File: config.mk
export PLATFORM = sky130hd
export DESIGN_NAME = spi_master_ctrl
export DESIGN_NICKNAME = d
export VERILOG_FILES = /design/src/rtl/spi_master_ctrl.sv
export SDC_FILE = /design/constraint.sdc
export NUM_CORES = 1
export LEC_CHECK = 0
export ABC_AREA = 1
export BUFFER_PORTS_ARGS = -buffer_cell sky130_fd_sc_hd__buf_2
export CORE_ASPECT_RATIO = 1.5
export CORE_MARGIN = 5
export CORE_UTILIZATION = 55
export DETAILED_ROUTE_END_ITERATION = 12
export GPL_TIMING_DRIVEN = 0
export PLACE_DENSITY = 0.78
export SETUP_SLACK_MARGIN = 0.1
export SLEW_MARGIN = 10
export SYNTH_ARGS = -nofsm -noshare
export SYNTH_HDL_FRONTEND = slang
export SYNTH_SLANG_ARGS = --single-unit
File: constraint.sdc
create_clock -name i_clk -period 1.8 [get_ports i_clk]
set_input_delay 0.45 -clock i_clk [delete_from_list [all_inputs] [get_ports i_clk]]
set_output_delay 0.45 -clock i_clk [all_outputs]
set_load 0.01 [all_outputs]
File: src/rtl/spi_master_ctrl.sv
// Mode-0 SPI master: frames one MSB-first word per valid/ready handshake, with SCK paced by
// edge-detecting the divided clock level. Ready only in IDLE, so words are never queued.
module spi_master_ctrl #(
   parameter int P_DATA_WIDTH = 8,
   parameter int P_CNT_W      = 4
) (
   input  logic                    i_clk,
   input  logic                    i_rst,
   input  logic                    i_clk_div,
   input  logic [P_DATA_WIDTH-1:0] i_tx_data,
   input  logic                    i_tx_valid,
   output logic                    o_tx_ready,
   output logic [P_DATA_WIDTH-1:0] o_rx_data,
   output logic                    o_rx_valid,
   output logic                    o_spi_cs_n,
   output logic                    o_spi_sck,
   output logic                    o_spi_mosi,
   input  logic                    i_spi_miso
);

   typedef enum logic [1:0] {ST_IDLE, ST_SETUP, ST_XFER, ST_HOLD} state_t;

   localparam logic [P_CNT_W-1:0] LP_LAST_BIT = P_CNT_W'(P_DATA_WIDTH);

   state_t                  state_q,    state_d;
   logic                    div_d1_q,   div_d1_d;
   logic [P_DATA_WIDTH-1:0] tx_sh_q,    tx_sh_d;
   logic [P_DATA_WIDTH-1:0] rx_sh_q,    rx_sh_d;
   logic [P_CNT_W-1:0]      bit_cnt_q,  bit_cnt_d;
   logic                    cs_n_q,     cs_n_d;
   logic                    sck_q,      sck_d;
   logic [P_DATA_WIDTH-1:0] rx_data_q,  rx_data_d;
   logic                    rx_valid_q, rx_valid_d;

   logic rise_ev;
   logic fall_ev;

   assign rise_ev = i_clk_div & ~div_d1_q;
   assign fall_ev = ~i_clk_div & div_d1_q;

   always_comb begin
      state_d    = state_q;
      div_d1_d   = i_clk_div;
      tx_sh_d    = tx_sh_q;
      rx_sh_d    = rx_sh_q;
      bit_cnt_d  = bit_cnt_q;
      cs_n_d     = cs_n_q;
      sck_d      = sck_q;
      rx_data_d  = rx_data_q;
      rx_valid_d = 1'b0;

      unique case (state_q)
         ST_IDLE: begin
            if (i_tx_valid) begin
               tx_sh_d   = i_tx_data;
               rx_sh_d   = '0;
               bit_cnt_d = '0;
               cs_n_d    = 1'b0;
               state_d   = ST_SETUP;
            end
         end
         // Waiting for a falling edge gives MOSI at least half a bit of setup before SCK rises.
         ST_SETUP: begin
            if (fall_ev) begin
               state_d = ST_XFER;
            end
         end
         ST_XFER: begin
            if (rise_ev) begin
               sck_d     = 1'b1;
               rx_sh_d   = {rx_sh_q[P_DATA_WIDTH-2:0], i_spi_miso};
               bit_cnt_d = bit_cnt_q + P_CNT_W'(1);
            end else if (fall_ev) begin
               sck_d = 1'b0;
               if (bit_cnt_q == LP_LAST_BIT) begin
                  state_d = ST_HOLD;
               end else begin
                  tx_sh_d = {tx_sh_q[P_DATA_WIDTH-2:0], 1'b0};
               end
            end
         end
         ST_HOLD: begin
            if (rise_ev) begin
               cs_n_d     = 1'b1;
               rx_data_d  = rx_sh_q;
               rx_valid_d = 1'b1;
               state_d    = ST_IDLE;
            end
         end
         default: state_d = ST_IDLE;
      endcase
   end

   always_ff @(posedge i_clk or posedge i_rst) begin
      if (i_rst) begin
         state_q    <= ST_IDLE;
         div_d1_q   <= 1'b0;
         tx_sh_q    <= '0;
         rx_sh_q    <= '0;
         bit_cnt_q  <= '0;
         cs_n_q     <= 1'b1;
         sck_q      <= 1'b0;
         rx_data_q  <= '0;
         rx_valid_q <= 1'b0;
      end else begin
         state_q    <= state_d;
         div_d1_q   <= div_d1_d;
         tx_sh_q    <= tx_sh_d;
         rx_sh_q    <= rx_sh_d;
         bit_cnt_q  <= bit_cnt_d;
         cs_n_q     <= cs_n_d;
         sck_q      <= sck_d;
         rx_data_q  <= rx_data_d;
         rx_valid_q <= rx_valid_d;
      end
   end

   // The MSB of the tx shifter is the MOSI register; it is not shifted on the final fall.
   assign o_spi_mosi = tx_sh_q[P_DATA_WIDTH-1];
   assign o_tx_ready = (state_q == ST_IDLE);
   assign o_spi_cs_n = cs_n_q;
   assign o_spi_sck  = sck_q;
   assign o_rx_data  = rx_data_q;
   assign o_rx_valid = rx_valid_q;

endmodule

==> Word-level counts from Yosys, hierarchy flattened <==
Cells that the tools add are included.
{ "op_classes": {"shifts": 0, "n_eq_ne": 12, "add_sub_neg": 1, "n_div": 0, "n_mux": 25, "reduce_logical": 10, "n_bitwise": 4, "mul": 0, "magnitude_cmp": 0} }
{ "ops": {"columns": ["operator", "n"], "rows": [
  ["8-bit two-way mux", 6],
  ["8-bit case mux with 2 select lines", 2],
  ["2-bit inequality test (second input constant)", 8],
  ["2-bit two-way mux", 6],
  ["4-bit two-way mux", 2],
  ["2-bit case mux with 4 select lines", 1],
  ["4-bit case mux with 2 select lines", 1],
  ["1-bit two-way mux", 6],
  ["3-bit AND reduction", 2],
  ["6-bit AND reduction", 1],
  ["2-bit nonzero test", 3],
  ["5-bit AND reduction", 1],
  ["4-bit by 1-bit adder with 4-bit output (second input constant)", 1],
  ["2-bit == test (second input constant)", 2],
  ["4-bit == test (second input constant)", 1],
  ["2-bit AND reduction", 2],
  ["1-bit bitwise AND", 2],
  ["2-bit by 1-bit == test with 1-bit output (second input constant)", 1],
  ["2-bit logical NOT", 1],
  ["1-bit inverter", 2],
  ["1-bit case mux with 2 select lines", 1]
]} }
{ "totals": {"mem_bits_ro": 0, "wordCells": 61, "reg_bits": 34, "latchBits": 0, "memories": 0, "ram_bits": 0} }

==> Depth between registers and ports, before layout <==
Gate-level depths: netlist of run 1.
{ "depth": {"ltp_word": 5, "depth_mapped": 10, "ltp_nobuf": 10} }

==> Worst setup path after synthesis of run 1 <==
Ideal clock, no wire load.
{ "synth_timing": {"kind": "register to register", "from": "register state_q[0]", "to": "register bit_cnt_q[1]", "path_stages_with_launch": 11, "arrival_ns": 1.333, "t_required_ns": 1.683, "setup_slack_ns": 0.350, "cell_sequence": "dfrtp_1 -> inv_1 -> ha_1 -> inv_2 -> nand2_1 -> nand2_1 -> inv_2 -> o21ai_2 -> buf_6 -> nand2_1 -> nand2_1"} }
{ "synth_via": {"elab_chain_len": 3} }
{ "synth_lines": {"columns": ["element", "line_no", "rtl"], "rows": [
  ["start: declaration", "25", "state_t state_q, state_d;"],
  ["start signal: assignment", "106", "state_q <= state_d;"],
  ["2-bit == test / 2-bit logical NOT (equally long branches)", "52", "unique case (state_q)"],
  ["2-bit inequality test (no line) / 2-bit nonzero test (equally long branches)", null, null],
  ["3-bit AND reduction (no line)", null, null],
  ["end signal: assignment", "110", "bit_cnt_q <= bit_cnt_d;"],
  ["end: declaration", "29", "logic [P_CNT_W-1:0] bit_cnt_q, bit_cnt_d;"]
]} }
Parallel ways exist; a longest one is shown, timed or not.
A chain may end at the register's enable or synchronous reset.

==> Worst setup path in the final report of run 1 <==
{ "layout_timing": {"from": "register state_q[1]", "to": "output o_tx_ready"} }
{ "layout_via": {"elab_chain_len": 1} }
{ "layout_lines": {"columns": ["element", "line_no", "rtl"], "rows": [
  ["2-bit logical NOT", "120", "assign o_tx_ready = (state_q == ST_IDLE);"],
  ["end: declaration", "12", "output logic o_tx_ready,"]
]} }
No other way between the ends.

==> summary.md, run 1 <==
| Metric | Value |
|---|---|
| ANT nets after route | `0` |
| Yosys reg bits | `34` |
| Data required, critical path | `1.35 ns` |
| Post-Route Skew | `about 0.0050 ns` |
| Critical Path Fanout Max | `5` |
| TritonCTS clock tree | `done` |
| End of the worst register-to-register path | `state_q[1]` |
| Core area | `2910 sq um` |
| Setup Total Neg Slack | `0 ns` |
| Cell area after technology mapping | `1660 sq um` |
| Remaining design rule violation count | `0` |
| Setup CP Type | `reg -> out` |
| Number of nets in the final layout | `260` |
| Maximum operating frequency | `just over 600 MHz` |
| Outcome | `finished clean` |
| Die outline width | `around 55 um` |
| Area growth syn-to-layout | `20.0%` |
| Dpl cell area | `1840 sq um` |
| Largest net degree at the start of global routing | `35` |
| Clock transition at the register clock pins on the worst setup and hold paths after CTS | `0.07 ns` |
| MaxCap Viol Count | `0` |
| Fraction of synthesized cell area in xor and xnor cells | `0.00526` |
| Max VDD drop | `0.000990 V` |
| Cell types occupying the most area after synthesis | `sky130_fd_sc_hd__dfrtp_1 50%, sky130_fd_sc_hd__nand2_1 23%, sky130_fd_sc_hd__ha_1 7.5%, sky130_fd_sc_hd__nand3_1 4.5%, sky130_fd_sc_hd__inv_1 2.9%` |
| Post-route cell area | `2000 sq um` |
| Cell variety after synth | `20` |
| Overall Global Routing Usage | `0.187` |
| Leakage power figure | `1.15 nW` |
| Proportion of synthesized flip-flops having asynchronous set or reset | `1.00` |
| Latest clock arrival within the worst-skew pair | `0.29 ns` |
| Share of synthesized area occupied by flip-flops and latches | `0.512` |
| Clock net sink count | `34` |
| Main synth FF type | `sky130_fd_sc_hd__dfrtp_1` |
| Slew of the pin with the lowest slew margin | `0.696 ns` |
| Chip Height | `77.4 um` |
| Via count of the first global-routing pass | `between 1000 and 1500` |
| Arrival time of data at the critical path endpoint | `approximately 1.2 ns` |
| Final number of setup-violating endpoints | `0` |
| DP Wirelength | `2260 um` |
| Initial DRT Pass Iterations | `7` |
| Worst rel slew slack | `0.535` |
| H-tree lvl count | `2` |
| Fin crit period | `1.62 ns` |
| Power density over the cells | `1590 nW/um^2` |
| Overflow after GRT | `0` |
| Post-layout instance count excluding filler cells | `277` |
| Number of buffers between clock root and the deepest sink | `2` |
| Main combinational cell family by area after synthesis | `simple AND/OR/NAND/NOR gates` |
| TritonCTS buffer count | `5` |
| First-pass GRT wire length | `5840 um` |
| Most instantiated library cell after synthesis | `sky130_fd_sc_hd__nand2_1` |
| Proportion of layout cells with a drive suffix above 1 | `0.214` |
| Post-synthesis adder-cell area fraction | `0.0752` |
| Fraction of synthesized area in multiplexers | `0` |
| Clock tree root driver cell | `sky130_fd_sc_hd__clkbuf_8` |
| Power, Total | `3.17 mW` |
| Count of flip-flops with a built-in enable after synthesis | `0` |
| Via-per-instance ratio | `4.99` |
| Gp weighted congestion | `0.789` |
| N_diodes | `0` |
| Simple-gate share of the synthesized area | `0.323` |
| Setup slack, reg-to-reg | `0.27 ns` |
| Cell type with the largest total area after synthesis | `sky130_fd_sc_hd__dfrtp_1` |
| Synth warn | `0` |
| Startpoint of the lowest-slack register-to-register path | `state_q[0]` |
| Unrepaired setup endpoints after global routing | `no` |
| Area fraction in compound gates after synthesis | `0.0256` |
| Most frequent cells after synthesis | `104 x sky130_fd_sc_hd__nand2_1, 33 x sky130_fd_sc_hd__dfrtp_1, 15 x sky130_fd_sc_hd__nand3_1` |
| Routed wirelength normalized by instance count | `11.9 um` |
| Placed cells | `269` |
| Detailed-route via count | `1381` |
| Number of DRC markers in iteration 0 | `33` |
| Number of top-level design ports | `26` |
| Hold Fails Final Rpt | `0` |
| Critical path capture point type | `primary output` |
| Kind of launch point of the worst setup path | `flop` |
| Hold crit path type | `in -> async` |
| Number of port buffers | `25` |
| Max Slew Vio Count | `0` |
| Synth Net Count | `228` |
| Initial antenna violation count | `0` |
| Reg2Reg Depth | `7` |
| Syn_area_per_cell | `8.12 sq um` |
| Post-placement setup slack | `0.0146 ns` |
| Post-synthesis cell count | `~200` |
| Area enclosed by the die boundary | `4250 sq um` |
| Fraction of post-synthesis cell area in the top cell type by area | `0.496` |
| Routed wire length | `3310 um` |
| Final clock period utilization by the worst path | `0.899` |
| Initial cell density of the core | `0.571` |
| Standard-cell row count | `24` |
| Crit path setup slack, layout | `0.182 ns` |
==> registers in the layout, indices dropped and copies added (netlist names) <==
name        cells
rx_sh_q         8
o_spi_sck       1
tx_sh_q         8
bit_cnt_q       4
o_rx_data       8
o_spi_cs_n      1
o_rx_valid      1
div_d1_q        1
state_q         2
==> worst max-delay path by stage <==
stage | from | endpoint | slack [ns]
final | state_q[1] | o_tx_ready | 0.18
after detailed placement | i_clk_div | o_rx_data[1] | 0.01
after global placement | i_clk_div | o_rx_data[1] | 0.002
after CTS | state_q[0] | rx_sh_q[3] | 0.16
after global routing | state_q[1] | o_tx_ready | 0.10
after floorplan | state_q[0] | bit_cnt_q[1] | 0.35
==> timing repair <==
item | 4_1_cts | 5_1_grt
endpoints found under the setup margin | 0 | 28
gates resized for setup | 0 | 8
setup buffers | 0 | 0
hold buffers | 0 | 0
==> layer usage <==
layer  share of wire  vias up  GRT usage
li1                -      699          -
met1            0.43      643      0.229
met2            0.52       32      0.307
met3           0.030        7     0.0402
met4           0.017        0     0.0803
met5               0        -          0
==> stage by stage <==
stage / hold slack [ns] / util
2_1_floorplan: 0.442 / -
3_3_place_gp: 0.454 / 0.631
3_5_place_dp: 0.456 / 0.631
4_1_cts: 0.283 / 0.678
5_1_grt: 0.296 / 0.686
6_report: 0.257 / 0.686
==> logic make-up after synthesis <==
logic type               after synthesis
AO/OA/AOI/OAI                          7
buffers and inverters                 22
XOR/XNOR                               1
flip-flops                            34
AND/OR/NAND/NOR                      131
adder cells (fa/ha/maj)               10
==> power by group <==
part / switching [mW] / internal (mW) / total (mW)
logic: 0.791 / 0.446 / 1.24
registers: 0.121 / 0.954 / 1.07
clock network: 0.302 / 0.555 / 0.857
==> final cells by class <==
| class | count | area, sq um |
|---|---|---|
| multi-input cells | 149 | 728 |
| clock buffers | 5 | 68.8 |
| repair buffers | 25 | 125 |
| well taps | 39 | 48.8 |
| flip-flops and latches | 34 | 853 |
| fillers | 263 | 916 |
| clock inverters | 3 | 68.8 |
| inverters | 17 | 67.6 |
| plain buffers | 5 | 36.3 |
==> cell usage in the layout, fill, tap and decap left out <==
cell type                    instances
sky130_fd_sc_hd__a21oi_1             1
sky130_fd_sc_hd__clkinvlp_4          1
sky130_fd_sc_hd__dfrtp_1            32
sky130_fd_sc_hd__nand2_1           103
sky130_fd_sc_hd__nand3_4             1
sky130_fd_sc_hd__ha_1                9
sky130_fd_sc_hd__inv_2               5
sky130_fd_sc_hd__a21oi_2             1
sky130_fd_sc_hd__nor2_1              6
sky130_fd_sc_hd__buf_6               2
sky130_fd_sc_hd__clkbuf_2            1
sky130_fd_sc_hd__dfrtp_2             1
sky130_fd_sc_hd__ha_4                1
sky130_fd_sc_hd__clkbuf_1            1
sky130_fd_sc_hd__dfstp_2             1
sky130_fd_sc_hd__o21ai_2             1
sky130_fd_sc_hd__nand3_1            15
sky130_fd_sc_hd__or2_2               1
sky130_fd_sc_hd__nand4_1             4
sky130_fd_sc_hd__nand2_2             1
sky130_fd_sc_hd__clkinv_4            1
sky130_fd_sc_hd__bufinv_16           2
sky130_fd_sc_hd__clkbuf_8            5
sky130_fd_sc_hd__buf_2              26
sky130_fd_sc_hd__inv_1              11
sky130_fd_sc_hd__xnor2_1             1
sky130_fd_sc_hd__o21ai_0             4
==> critical path, stage by stage, from the launching register on <==
cell	delay, ns
sky130_fd_sc_hd__dfrtp_2	0.45
sky130_fd_sc_hd__inv_1	0.11
sky130_fd_sc_hd__ha_1	0.18
sky130_fd_sc_hd__buf_2	0.14
(Power assumes the default switching activity.)
==> inputs of run 2 (changes only) <==
- MAX_ROUTING_LAYER: unset -> met4
==> run 2 against run 1 <==
Sequential power barely moved. Register-to-register slack barely moved. Utilization did not move. Flip-flop and latch count did not move. Critical path depth did not move. Clock power barely moved. Combinational power barely moved. Clock skew fell by 0.0013 ns. Total power barely moved. Via count fell by 1.5%. Sequential share of layout area did not move. Critical path type unchanged. Largest power group unchanged.
==> summary.md, run 2 (synthesized netlist as in run 1, its figures left out) <==
| Metric | Value |
|---|---|
| Top library cells by usage in the layout, fill and taps aside | `103 x sky130_fd_sc_hd__nand2_1, 32 x sky130_fd_sc_hd__dfrtp_1, 26 x sky130_fd_sc_hd__buf_2, 15 x sky130_fd_sc_hd__nand3_1, 11 x sky130_fd_sc_hd__inv_1` |
| Final clock period utilization by the worst path | `0.901` |
| Gp weighted congestion | `0.800` |
| Data required, critical path | `approximately 1.4 ns` |
| Net Sw Frac | `0.383` |
| Largest net degree at the start of global routing | `35` |
| Outcome | `finished clean` |
| Setup CP Type | `reg -> out` |
| Max Slew Vio Count | `0` |
| Startpoint of the lowest-slack register-to-register path | `state_q[0]` |
| Crit. Startpoint | `state_q[1]` |
| Overflow after GRT | `0` |
| Switching power | `roughly 1.2 mW` |
| Post-Route Skew | `about 0.0036 ns` |
| Fraction of power consumed by combinational cells | `0.390` |
| MaxCap Viol Count | `0` |
| Number of nets in the final layout | `260` |
| Initial antenna violation count | `0` |
| Area enclosed by the die boundary | `4250 sq um` |
| Critical-path cell list | `inv_1 -> ha_1 -> buf_2` |
| Proportion of layout cells with a drive suffix above 1 | `0.214` |
| Critical path capture point type | `primary output` |
| Unrepaired setup endpoints after global routing | `no` |
| Die outline width | `~55 um` |
| Standard-cell row count | `24` |
| Delay of the slowest cell on the worst path | `0.45 ns` |
| Hold crit path type | `in -> async` |
| Delay-heaviest family, CP | `flip-flops` |
| H-tree lvl count | `2` |
| ANT nets after route | `0` |
| Core area | `2910 sq um` |
| Overall Global Routing Usage | `0.192` |
| Via-per-instance ratio | `4.91` |
| N_diodes | `0` |
| Number of buffers between clock root and the deepest sink | `2` |
| Slew of the pin with the lowest slew margin | `0.697 ns` |
| Arrival time of data at the critical path endpoint | `around 1.2 ns` |
| Maximum operating frequency | `617 MHz` |
| Remaining design rule violation count | `0` |
| Number of top-level design ports | `26` |
| Setup fix buffers added after clock tree synthesis | `0` |
| Fin crit period | `between 1.5 and 2 ns` |
| Area growth syn-to-layout | `20.0%` |
| Routed wirelength normalized by instance count | `11.9 um` |
| Number of port buffers | `25` |
| DP Wirelength | `2260 um` |
| Critical Path Fanout Max | `5` |
| Min Hold Slack | `roughly 0.26 ns` |
| Fill count | `263` |
| Final number of setup-violating endpoints | `0` |
| First-pass GRT wire length | `just under 6000 um` |
| TritonCTS clock tree | `done` |
| Initial cell density of the core | `0.571` |
| Commonest non-fill, non-tap cell in the layout | `sky130_fd_sc_hd__nand2_1` |
| Clock group share of total power | `0.271` |
| TritonCTS buffer count | `5` |
| Routed wire length | `3310 um` |
| Initial DRT Pass Iterations | `6` |
| Clock net sink count | `34` |
| Detailed-route via count | `1360` |
| Leakage power figure | `1.15 nW` |
| Area of the multi-input gates | `728 sq um` |
| Buf+Inv Stages, Crit Path | `2` |
| Final cell utilization of the core | `0.686` |
| Cell with the largest stage delay on the worst path | `sky130_fd_sc_hd__dfrtp_2` |
| Hold Fails Final Rpt | `0` |
| Area taken by flip-flops and latches | `853 sq um` |
| Max VDD drop | `0.000989 V` |
| Clock tree root driver cell | `sky130_fd_sc_hd__clkbuf_8` |
| Kind of launch point of the worst setup path | `flop` |
| Setup Total Neg Slack | `0 ns` |
| Clock transition at the register clock pins on the worst setup and hold paths after CTS | `0.07 ns` |
| Worst rel slew slack | `0.535` |
| Chip Height | `77.4 um` |
| Via count of the first global-routing pass | `approximately 1400` |
| Sequential cell fraction of total power | `0.339` |
| Latest clock arrival within the worst-skew pair | `0.29 ns` |
| Power density over the cells | `1590 nW/um^2` |
| Number of DRC markers in iteration 0 | `28` |
| Internal Power | `1.96 mW` |
## run 2: cell counts in the layout (fill, tap and decap cells not counted)
Identical to the previous run, type by type.
## run 2: through the flow
step / total power, mW / setup slack (ns) / std cells / cell area [sq um]
floorplan: 1.99 / 0.350 / 205 / 1660
global placement: 2.27 / 0.00234 / 269 / 1840
detailed placement: 2.30 / 0.0146 / 269 / 1840
CTS: 3.16 / 0.156 / 277 / 1980
global route: 3.42 / 0.102 / 277 / 2000
finish: 3.17 / 0.179 / 277 / 2000
## run 2: area by class of cell
cell class,instances,area share
sequential,34,0.427
tap,39,0.0244
timing repair buffer,25,0.0627
clock inverter,3,0.0345
multi-input combinational,149,0.365
buffer,5,0.0182
inverter,17,0.0338
clock buffer,5,0.0345
## run 2: what timing repair did
action,in CTS,in global routing
hold buffers,0,0
setup endpoints to repair,0,28
resized for setup,0,8
## run 2: worst reg2reg max path, cell delays in order (launching register included)
cell	delay, ns
sky130_fd_sc_hd__dfrtp_1	0.42
sky130_fd_sc_hd__inv_2	0.13
sky130_fd_sc_hd__ha_1	0.17
sky130_fd_sc_hd__clkbuf_1	0.34
sky130_fd_sc_hd__nand2_1	0.16
sky130_fd_sc_hd__nand3_1	0.13
sky130_fd_sc_hd__nand2_1	0.06
sky130_fd_sc_hd__nand2_1	0.05
## run 2: path summary, 6_finish.rpt
check	endpoint	slack (ns)	cells past startpoint
setup / recovery	o_tx_ready	0.18	3
hold / removal	o_rx_data[1]	0.26	2
setup reg to reg	state_q[1]	0.28	7
hold reg to reg	o_rx_data[7]	0.47	2
max in group asynchronous	state_q[1]	1.05	2
min in group i_clk	div_d1_q	0.30	1
## run 2: routing by layer
layer / wire [um] / GRT usage
met1: 1480 / 0.230
met2: 1690 / 0.306
met3: 73 / 0.0402
met4: 62 / 0.0803
met5: 0 / -
## run 2: power by group through the flow
stage / sequential (mW) / clock (mW) / combinational (mW)
detailed placement: 1.08 / 0 / 1.22
global route: 1.10 / 0.900 / 1.43
floorplan: 1.08 / 0 / 0.908
global placement: 1.07 / 0 / 1.20
CTS: 1.06 / 0.863 / 1.23
finish: 1.07 / 0.858 / 1.24
==> inputs of run 3 (changes only) <==
- BUFFER_PORTS_ARGS: -buffer_cell sky130_fd_sc_hd__buf_2 -> unset
- CORE_UTILIZATION: 55 -> 61
- DONT_BUFFER_PORTS: unset -> 1
- PLACE_DENSITY: 0.78 -> 0.77
- SLEW_MARGIN: 10 -> 30
- clock period: 1.8 -> 1.6 ns (I/O delays scaled with it)
==> run 3 against run 2 <==
Cell area rose by 3.6%. Routed wire length rose by 16%. Die area fell by 8.3%. Total power rose by 32%. First-iteration DRC count rose by 3.6%. Clock-buffer cell count rose by 1. Hold slack got worse by 0.16 ns. Largest power group unchanged. Critical path depth rose by 7. Sequential power rose by 18%. Sequential share of layout area fell by 1.5 points.
==> summary.md, run 3 (synthesized netlist as in run 1, its figures left out) <==
| Metric | Value |
|---|---|
| Outcome | `finished clean` |
| Maximum operating frequency | `674 MHz` |
| Final number of setup-violating endpoints | `0` |
| Number of DRC markers in iteration 0 | `29` |
| Initial cell density of the core | `0.629` |
| TritonCTS buffer count | `5` |
| Power density over the cells | `2030 nW/um^2` |
| Delay of the slowest cell on the worst path | `0.46 ns` |
| Via-per-instance ratio | `5.24` |
| Dpl cell area | `1710 sq um` |
| Via count of the first global-routing pass | `1413` |
| Worst rel slew slack | `0.535` |
| ANT nets after route | `0` |
| Routed wirelength normalized by instance count | `~15 um` |
| DP Wirelength | `2380 um` |
| N_diodes | `0` |
| Die outline width | `52.6 um` |
| Number of nets in the final layout | `246` |
| Proportion of layout cells with a drive suffix above 1 | `0.259` |
| Fin crit period | `1.48 ns` |
| Critical Path Fanout Max | `5` |
| Routed wire length | `about 3800 um` |
| Leakage power figure | `1.11 nW` |
| Setup CP Type | `reg -> reg` |
| Top library cells by usage in the layout, fill and taps aside | `89 x sky130_fd_sc_hd__nand2_1, 32 x sky130_fd_sc_hd__dfrtp_1, 15 x sky130_fd_sc_hd__nand3_1, 14 x sky130_fd_sc_hd__nand2_2` |
| Critical-path cell list | `inv_4 -> ha_4 -> inv_2 -> nand2_2 -> nand2_4 -> inv_6 -> o21ai_4 -> buf_6 -> nand2_1 -> nand2_1` |
| Hold crit path type | `in -> async` |
| Setup Total Neg Slack | `0 ns` |
| Critical path capture point type | `flop` |
| Fill count | `~190` |
| Commonest non-fill, non-tap cell in the layout | `sky130_fd_sc_hd__nand2_1` |
| Final clock period utilization by the worst path | `0.927` |
| Number of buffers between clock root and the deepest sink | `2` |
| MaxCap Viol Count | `0` |
| Clock transition at the register clock pins on the worst setup and hold paths after CTS | `0.07 ns` |
| TritonCTS clock tree | `done` |
| Crit. Startpoint | `state_q[1]` |
| Arrival time of data at the critical path endpoint | `1.66 ns` |
| Overflow after GRT | `0` |
| Max VDD drop | `around 0.0013 V` |
| Cell with the largest stage delay on the worst path | `sky130_fd_sc_hd__dfrtp_2` |
| Area growth syn-to-layout | `24.4%` |
| First-pass GRT wire length | `6070 um` |
| Clock net sink count | `34` |
| Clock tree root driver cell | `sky130_fd_sc_hd__clkbuf_8` |
| Gp weighted congestion | `0.809` |
| Unrepaired setup endpoints after global routing | `yes` |
| Number of port buffers | `0` |
| Number of top-level design ports | `26` |
| Post-route cell area | `between 2000 and 2500 sq um` |
| Startpoint of the lowest-slack register-to-register path | `state_q[1]` |
| Overall Global Routing Usage | `0.215` |
| Data required, critical path | `~1.8 ns` |
| Final cell utilization of the core | `0.782` |
| Kind of launch point of the worst setup path | `flop` |
| H-tree lvl count | `2` |
| Area enclosed by the die boundary | `3890 sq um` |
| Latest clock arrival within the worst-skew pair | `0.28 ns` |
| Chip Height | `74.0 um` |
| Max Slew Vio Count | `0` |
| Detailed-route via count | `1367` |
| Slew of the pin with the lowest slew margin | `0.696 ns` |
| Largest net degree at the start of global routing | `35` |
| Core area | `2650 sq um` |
| Crit-path most repeated cell | `sky130_fd_sc_hd__nand2_1` |
| Hold Fails Final Rpt | `0` |
| Remaining design rule violation count | `0` |
| Initial DRT Pass Iterations | `4` |
| Initial antenna violation count | `0` |
| Post-Route Skew | `0.00479 ns` |
| Standard-cell row count | `23` |
run 3: layout make-up:
type	instances	area [sq um]	area share
plain buffers	5	42.5	0.0206
clock buffers	6	82.6	0.0399
clock inverters	2	60.1	0.0290
inverters	17	77.6	0.0375
multi-input cells	150	821	0.397
flip-flops and latches	34	853	0.412
well taps	37	46.3	0.0224
repair buffers	10	86.3	0.0417
run 3: repair_timing:
item	4_1_cts	5_1_grt
cloned	0	3
setup buffers	2	6
hold buffers	0	0
gates resized for setup	12	35
setup endpoints to repair	33	21
pin swaps	0	7
run 3: path summary, 6_finish.rpt:
kind / end / slack, ns / cells past startpoint
min in group i_clk: div_d1_q / 0.14 / 0
max reg2reg: rx_sh_q[7] / 0.12 / 10
max: rx_sh_q[7] / 0.12 / 10
min reg2reg: o_rx_data[7] / 0.49 / 2
max in group asynchronous: state_q[1] / 1.01 / 1
min: o_rx_data[6] / 0.1 / 1
run 3: layer usage:
| layer | wire length [um] | GRT usage | up-vias |
|---|---|---|---|
| li1 | - | - | 677 |
| met1 | 1480 | 0.231 | 652 |
| met2 | 2160 | 0.373 | 33 |
| met3 | 164 | 0.0581 | 5 |
| met4 | 43 | 0.0824 | 0 |
| met5 | 0 | - | - |
run 3: worst max-delay path: cells and delay by family (launching register included):
family                     cells  cell delay (ns)
buffers and inverters          4             0.37
DFF                            1             0.46
AOI/OAI and AO/OA              1             0.08
adders and majority gates      1             0.17
and+or+nand+nor                4             0.29
run 3: where the power goes:
part           switching (mW)  internal [mW]
registers               0.182           1.08
logic                    1.15          0.806
clock network           0.312          0.665
total                    1.64           2.55
run 3: through the flow:
step                setup slack, ns  std cells  power, mW  hold slack [ns]
CTS                          0.0920        252       3.66            0.119
finish                        0.116        261       4.19           0.0976
detailed placement          -0.0595        242       2.54            0.426
floorplan                     0.150        205       2.24            0.431
global route                 0.0103        261       4.48            0.130
global placement             0.0108        242       2.46            0.432
